[src/rtl/counter_pkg.sv]
// Shared constants, direction encoding and load clamping for enable_counter.
package counter_pkg;

  localparam int DEFAULT_WIDTH = 4;

  typedef enum logic {
    DIR_UP   = 1'b0,
    DIR_DOWN = 1'b1
  } dir_e;

  // Values above the configured ceiling load as the ceiling itself.
  function automatic logic [31:0] clamp_load(input logic [31:0] value,
                                             input logic [31:0] max_count);
    return (value > max_count) ? max_count : value;
  endfunction

endpackage

[src/rtl/counter_next.sv]
// Combinational next-count and terminal-count logic for enable_counter.
// COUNTER_SAT_EN selects saturation at the boundaries instead of wrap-around.
module counter_next
  import counter_pkg::*;
#(
  parameter int               WIDTH     = DEFAULT_WIDTH,
  parameter logic [WIDTH-1:0] MAX_COUNT = {WIDTH{1'b1}}
) (
  input  logic [WIDTH-1:0] i_cur,
  input  logic             i_enable,
  input  logic             i_load,
  input  logic [WIDTH-1:0] i_load_value,
  input  logic             i_down,
  output logic [WIDTH-1:0] o_next,
  output logic             o_terminal_count
);

  dir_e             w_dir;
  logic             w_at_max;
  logic             w_at_zero;
  logic             w_at_boundary;
  logic [WIDTH-1:0] w_load_clamped;
  logic [WIDTH-1:0] w_up_next;
  logic [WIDTH-1:0] w_down_next;

  assign w_dir          = dir_e'(i_down);
  assign w_at_max       = (i_cur == MAX_COUNT);
  assign w_at_zero      = (i_cur == '0);
  assign w_at_boundary  = (w_dir == DIR_DOWN) ? w_at_zero : w_at_max;
  assign w_load_clamped = WIDTH'(clamp_load(32'(i_load_value), 32'(MAX_COUNT)));

  // Boundaries are compared explicitly so a MAX_COUNT below 2**WIDTH-1 still wraps.
`ifdef COUNTER_SAT_EN
  assign w_up_next   = w_at_max  ? MAX_COUNT : i_cur + 1'b1;
  assign w_down_next = w_at_zero ? '0        : i_cur - 1'b1;
`else
  assign w_up_next   = w_at_max  ? '0        : i_cur + 1'b1;
  assign w_down_next = w_at_zero ? MAX_COUNT : i_cur - 1'b1;
`endif

  assign o_terminal_count = i_enable & ~i_load & w_at_boundary;

  always_comb begin
    o_next = i_cur;
    if (i_load) begin
      o_next = w_load_clamped;
    end else if (i_enable) begin
      o_next = (w_dir == DIR_DOWN) ? w_down_next : w_up_next;
    end
  end

endmodule

[src/rtl/enable_counter.sv]
// Up/down counter with enable, parallel load and terminal-count flag.
// Define COUNTER_SAT_EN for saturating instead of wrapping at the boundaries.
module enable_counter
  import counter_pkg::*;
#(
  parameter int               WIDTH       = DEFAULT_WIDTH,
  parameter logic [WIDTH-1:0] MAX_COUNT   = {WIDTH{1'b1}},
  parameter logic [WIDTH-1:0] RESET_VALUE = '0
) (
  input  logic             clock,
  input  logic             reset,
  input  logic             enable,
  output logic [WIDTH-1:0] counter_out,
  input  logic             load,
  input  logic [WIDTH-1:0] load_value,
  input  logic             down,
  output logic             terminal_count
);

  logic [WIDTH-1:0] r_count;
  logic [WIDTH-1:0] w_next;

  counter_next #(
    .WIDTH    (WIDTH),
    .MAX_COUNT(MAX_COUNT)
  ) u_next (
    .i_cur           (r_count),
    .i_enable        (enable),
    .i_load          (load),
    .i_load_value    (load_value),
    .i_down          (down),
    .o_next          (w_next),
    .o_terminal_count(terminal_count)
  );

  always_ff @(posedge clock or posedge reset) begin
    if (reset) begin
      r_count <= RESET_VALUE;
    end else begin
      r_count <= w_next;
    end
  end

  assign counter_out = r_count;

endmodule

[config.mk]
export PLATFORM = sky130hd
export DESIGN_NAME = enable_counter
export DESIGN_NICKNAME = d
export VERILOG_FILES = /design/src/rtl/counter_pkg.sv /design/src/rtl/counter_next.sv /design/src/rtl/enable_counter.sv
export SDC_FILE = /design/constraint.sdc
export NUM_CORES = 1
export LEC_CHECK = 0
export BUFFER_PORTS_ARGS = -buffer_cell sky130_fd_sc_hd__buf_2
export CAP_MARGIN = 25
export CORE_AREA = 5 5 42 44
export DETAILED_ROUTE_END_ITERATION = 10
export DIE_AREA = 0 0 47 49
export SETUP_SLACK_MARGIN = 0.05
export SLEW_MARGIN = 5
export SYNTH_ARGS = -nofsm -noshare
export SYNTH_HDL_FRONTEND = slang
export SYNTH_SLANG_ARGS = --single-unit
[constraint.sdc]
create_clock -name clock -period 1.5 [get_ports clock]
set_input_delay 0.075 -clock clock [delete_from_list [all_inputs] [get_ports clock]]
set_output_delay 0.075 -clock clock [all_outputs]
set_load 0.02 [all_outputs]
Word level (Yosys, flattened, before mapping). Cells that the tools add are included. W data, S select, Z words.

Input port bits: 9. Output and inout bits: 5. Word-level logic and storage cells: 15. Bits in registers: 4.

Multiplexer cells: 6. Reduce and logical (&&, ||, !) cells: 2. Bitwise gates (word level): 3. Add/sub/neg operators: 2. Eq/ne operators: 1.

Operators by type and width (count): $mux W4 (5); $add A4 B1 Y4 const B (1); $eq A4 B4 Y1 const B (1); $logic_not A4 Y1 (1); $sub A4 B1 Y4 const B (1); $and A1 B1 Y1 (2); $reduce_bool A2 Y1 (1); $mux W1 (1); $not A1 Y1 (1).

Longest topological paths before layout.
Depth in word-level cells: 5. Depth in mapped cells: 6. Mapped depth without buffers: 6.

By module. A second synthesis with hierarchy kept.

Cell total of the unflattened synthesis: 41. Area total of the unflattened synthesis: 341.6 um^2.

Modules (own cells, without submodules): counter_next (seq. area each 0.0 um^2, area an instance 237.7 um^2, times used 1, cells each 36); enable_counter (seq. area each 100.1 um^2, area an instance 103.8 um^2, times used 1, cells each 5).

Worst setup path before layout. No wires, ideal clock.

Path kind: register -> output. Start: register r_count[1], in the netlist counter_out[1]. End: output terminal_count. Required time: 1.425 ns. Setup slack: 0.046 ns. Arrival time: 1.379 ns. Path buffers: 0. Cell stages (with the launch flop): 5. Cell sequence: dfrtp_1 -> ha_1 -> nor2b_1 -> nand3_1 -> a21oi_1.

Longest elaborated chain between the ends: 3. Elaborated cells between the ends (all ways): 4. Those cells by class: eq/ne (1); mux (1); bitwise (1); reduce/logical (1).

RTL lines: start: declaration (line enable_counter.sv:20) `logic [WIDTH-1:0] r_count;`; start signal: assignment (line enable_counter.sv:40) `r_count <= w_next;`; $eq A4 B4 Y1 or $logic_not A4 Y1 (tied branches) (line counter_next.sv:27, counter_next.sv:28); $mux W1 (*) (line counter_next.sv:29) `assign w_at_boundary = (w_dir == DIR_DOWN) ? w_at_zero : w_at_max;`; $and A1 B1 Y1 (*) (line counter_next.sv:41) `assign o_terminal_count = i_enable & ~i_load & w_at_boundary;`; end: declaration (line enable_counter.sv:17) `output logic terminal_count`.

Every way passes the cells marked *; elsewhere a longest branch is shown, timed or not.

Worst setup path in the final report.
Start: register r_count[0], in the netlist counter_out[0]. End: register r_count[3], in the netlist counter_out[3].

Longest elaborated chain between the ends: 5. Elaborated cells between the ends (all ways): 9. Those cells by class: add/sub (2); eq/ne (1); mux (5); reduce/logical (1).

RTL lines: $add A4 B1 Y4, or another cell as far along (line counter_next.sv:37) `assign w_up_next = w_at_max ? '0 : i_cur + 1'b1;`; $mux W4 (on tied branches) (line counter_next.sv:37, counter_next.sv:38); $mux W4 (*) (line counter_next.sv:48) `o_next = (w_dir == DIR_DOWN) ? w_down_next : w_up_next;`; $mux W4 (*) (line counter_next.sv:47) `end else if (i_enable) begin`; $mux W4 (*) (line counter_next.sv:45) `if (i_load) begin`.

Every way passes the cells marked *; elsewhere a longest branch is shown, timed or not. The select of a mux whose other input is x is not followed. A chain may end at the register's enable or synchronous reset.

==> metrics <==
status=completed; worst-case clock skew=approximately 0.0016 ns; initial antenna violation count=0; Antenna diodes=0; CP delay by family, top=compound AO/OA/AOI/OAI gates; clk buf depth=2; PD cells=848 nW/um^2; Syn Area/Cell=roughly 8 sq um; drt wl/cell=between 10 and 15 microns; final core utilization=0.404; clock sink count=4; worst-path cell chain=buf_4, o31a_2, o21ai_1, o2111ai_1, a22o_1; Post-Synthesis Cells=44; FP Rows=14; Yosys cell types=23; core area=roughly 1400 sq um; WL final=about 950 microns; CP arrival=approximately 1.6 ns; Largest register FFs=4; Die Height=49 microns; maxcap violations=0; first-pass GRT wire length=roughly 1500 microns; Final WS setup=0.0614 ns; Leakage=approximately 0.26 nW; Fmax=approximately 700 MHz; TritonCTS Buffers=3; Overflow after GRT=0; layout cells sized above 1=0.545; post-synthesis sequential area ratio=0.290; total number of vias=between 300 and 400; critical path launch point type=flip-flop; share of synthesized registers carrying an async set or reset=1.00; Layout Nets=~80; Setup Slack @ Placement=0.0593 ns; drt drc=0; vias in the first global route=roughly 340; Slew Viols, Final=0; WL met2=about 500 microns; Top Layer Used=met3; largest net degree at the start of global routing=10; Setup violations, final=0; worst skew pair latency=around 0.23 ns; Critical Path Sink Type=flip-flop; CTS clk-pin slew, worst paths=around 0.04 ns; mapped cell area=345 sq um; syn_nets=55; H-Tree Depth=1; CTS root buf=clkbuf_4; RSZ-0062 raised after global routing=true; fillers=149; required time worst endpoint=around 1.6 ns; Area Growth Syn to Fin=63.8%; Routability Congestion=0.757; DRT iter0 DRCs=0; die area=around 2300 sq um; Worst Hold Class=in2reg; CP bufs+invs=1; Crit Path Category=reg2reg; top_reg_cell synth=dfrtp_1; setup tns final=0 ns; Final period util=0.959; slew margin rel.=0.856; DRT antenna net count=0; Max VDD drop=0.674 mV; CP Max Fanout=4; Worst-Margin Slew=0.214 ns; TritonCTS clock tree=built; Die X=47 microns; final hold vios=0; post-layout min period=between 1 and 1.5 ns; EDFF count, synth=0; Synth Register Bits=4; Slowest cell on crit path=dfrtp_2; wire length on met1=slightly below 400 microns; DP HPWL=roughly 640 microns; via-per-instance ratio=~4.7; post-layout power=roughly 0.00048 W; Initial Utilization=0.246; routed wl met3=around 55 microns; num ports=14; GR Util All Layers=0.0912; PortBufs=13; CP max stage delay=around 0.43 ns; TritonRoute pass-1 iters=1; Synth warnings=0
[final cells by class]
class,instances,area [sq um],share of cell area
flip-flops and latches,4,105,0.186
well taps,16,20.0,0.0354
repair buffers,20,130,0.230
inverters,5,18.8,0.0332
clock buffers,3,22.5,0.0398
multi-input cells,34,269,0.476
[through the flow]
| stage | instance area (sq um) | hold WS, ns | cells |
|---|---|---|---|
| final | 566 | 0.0559 | 82 |
| after global placement | 430 | -0.0350 | 73 |
| after CTS | 498 | 0.0535 | 80 |
| after detailed placement | 430 | -0.0348 | 73 |
| after global routing | 566 | 0.0581 | 82 |
| after floorplan | 349 | -0.159 | 44 |
[power by group]
part	switching (W)	internal (W)	leakage, nW
logic	0.0000955	0.000106	0.200
clock network	0.0000395	0.0000892	0.0138
registers	0.0000237	0.000125	0.0439
[layer usage]
layer	GRT usage	up-vias
met5	0	-
met4	0	0
met3	0.0664	0
met2	0.131	10
met1	0.118	181
li1	-	198
[synthesized netlist by cell type (2+ instances only)]
master | instances | share of area
nand2_1 | 9 | 0.098
inv_1 | 5 | 0.054
dfrtp_1 | 4 | 0.29
o21ai_1 | 4 | 0.058
ha_1 | 2 | 0.072
nor2_1 | 2 | 0.022
o21ai_0 | 2 | 0.029
[logic make-up after synthesis]
logic type      synth area share
xor+xnor                  0.0507
buf+inv                   0.0870
fa+ha+maj                 0.0725
compound gates             0.225
simple gates               0.275
flops                      0.290
[tightest hold or removal path, cell delays in order]
cell and delay (ns):
buf_2 0.08, nand2_1 0.04, o21ai_1 0.06
[what timing repair did]
| item | 4_1_cts | 5_1_grt |
|---|---|---|
| endpoints found under the hold margin | 4 | 0 |
| resized for setup | 6 | 11 |
| gates cloned | 0 | 0 |
| setup endpoints to repair | 1 | 3 |
| hold buffers | 1 | 0 |
| setup buffers | 3 | 2 |
| pin swaps | 1 | 4 |
[worst paths after layout]
kind	start	end	slack [ns]	depth (start not counted)
worst max-delay path	counter_out[0]	counter_out[3]	0.06	5
worst min-delay path	load_value[2]	counter_out[2]	0.06	3
worst max register to register	counter_out[0]	counter_out[3]	0.06	5
worst min register to register	counter_out[1]	counter_out[1]	0.63	2
max in group asynchronous	reset	counter_out[0]	1.06	3
min in group asynchronous	reset	counter_out[2]	0.27	3
[placed cells by master (no fill, tap or decap), drive strengths merged]
master / Yosys / final
a31oi: 1 / 1
nand2: 9 / 9
dlygate4sd3: 0 / 1
nor2b: 1 / 1
o31a: 1 / 1
and2: 1 / 1
a22o: 1 / 1
o21ai: 6 / 6
and2b: 1 / 1
and4b: 1 / 1
nand3: 1 / 1
clkbuf: 0 / 3
buf: 1 / 19
xor2: 1 / 1
nand4bb: 1 / 1
nor2: 2 / 2
o2111ai: 1 / 1
a311oi: 1 / 1
inv: 5 / 5
xnor2: 1 / 1
ha: 2 / 2
a21oi: 1 / 1
dfrtp: 4 / 4
nor4: 1 / 1
(Power assumes the default switching activity.)
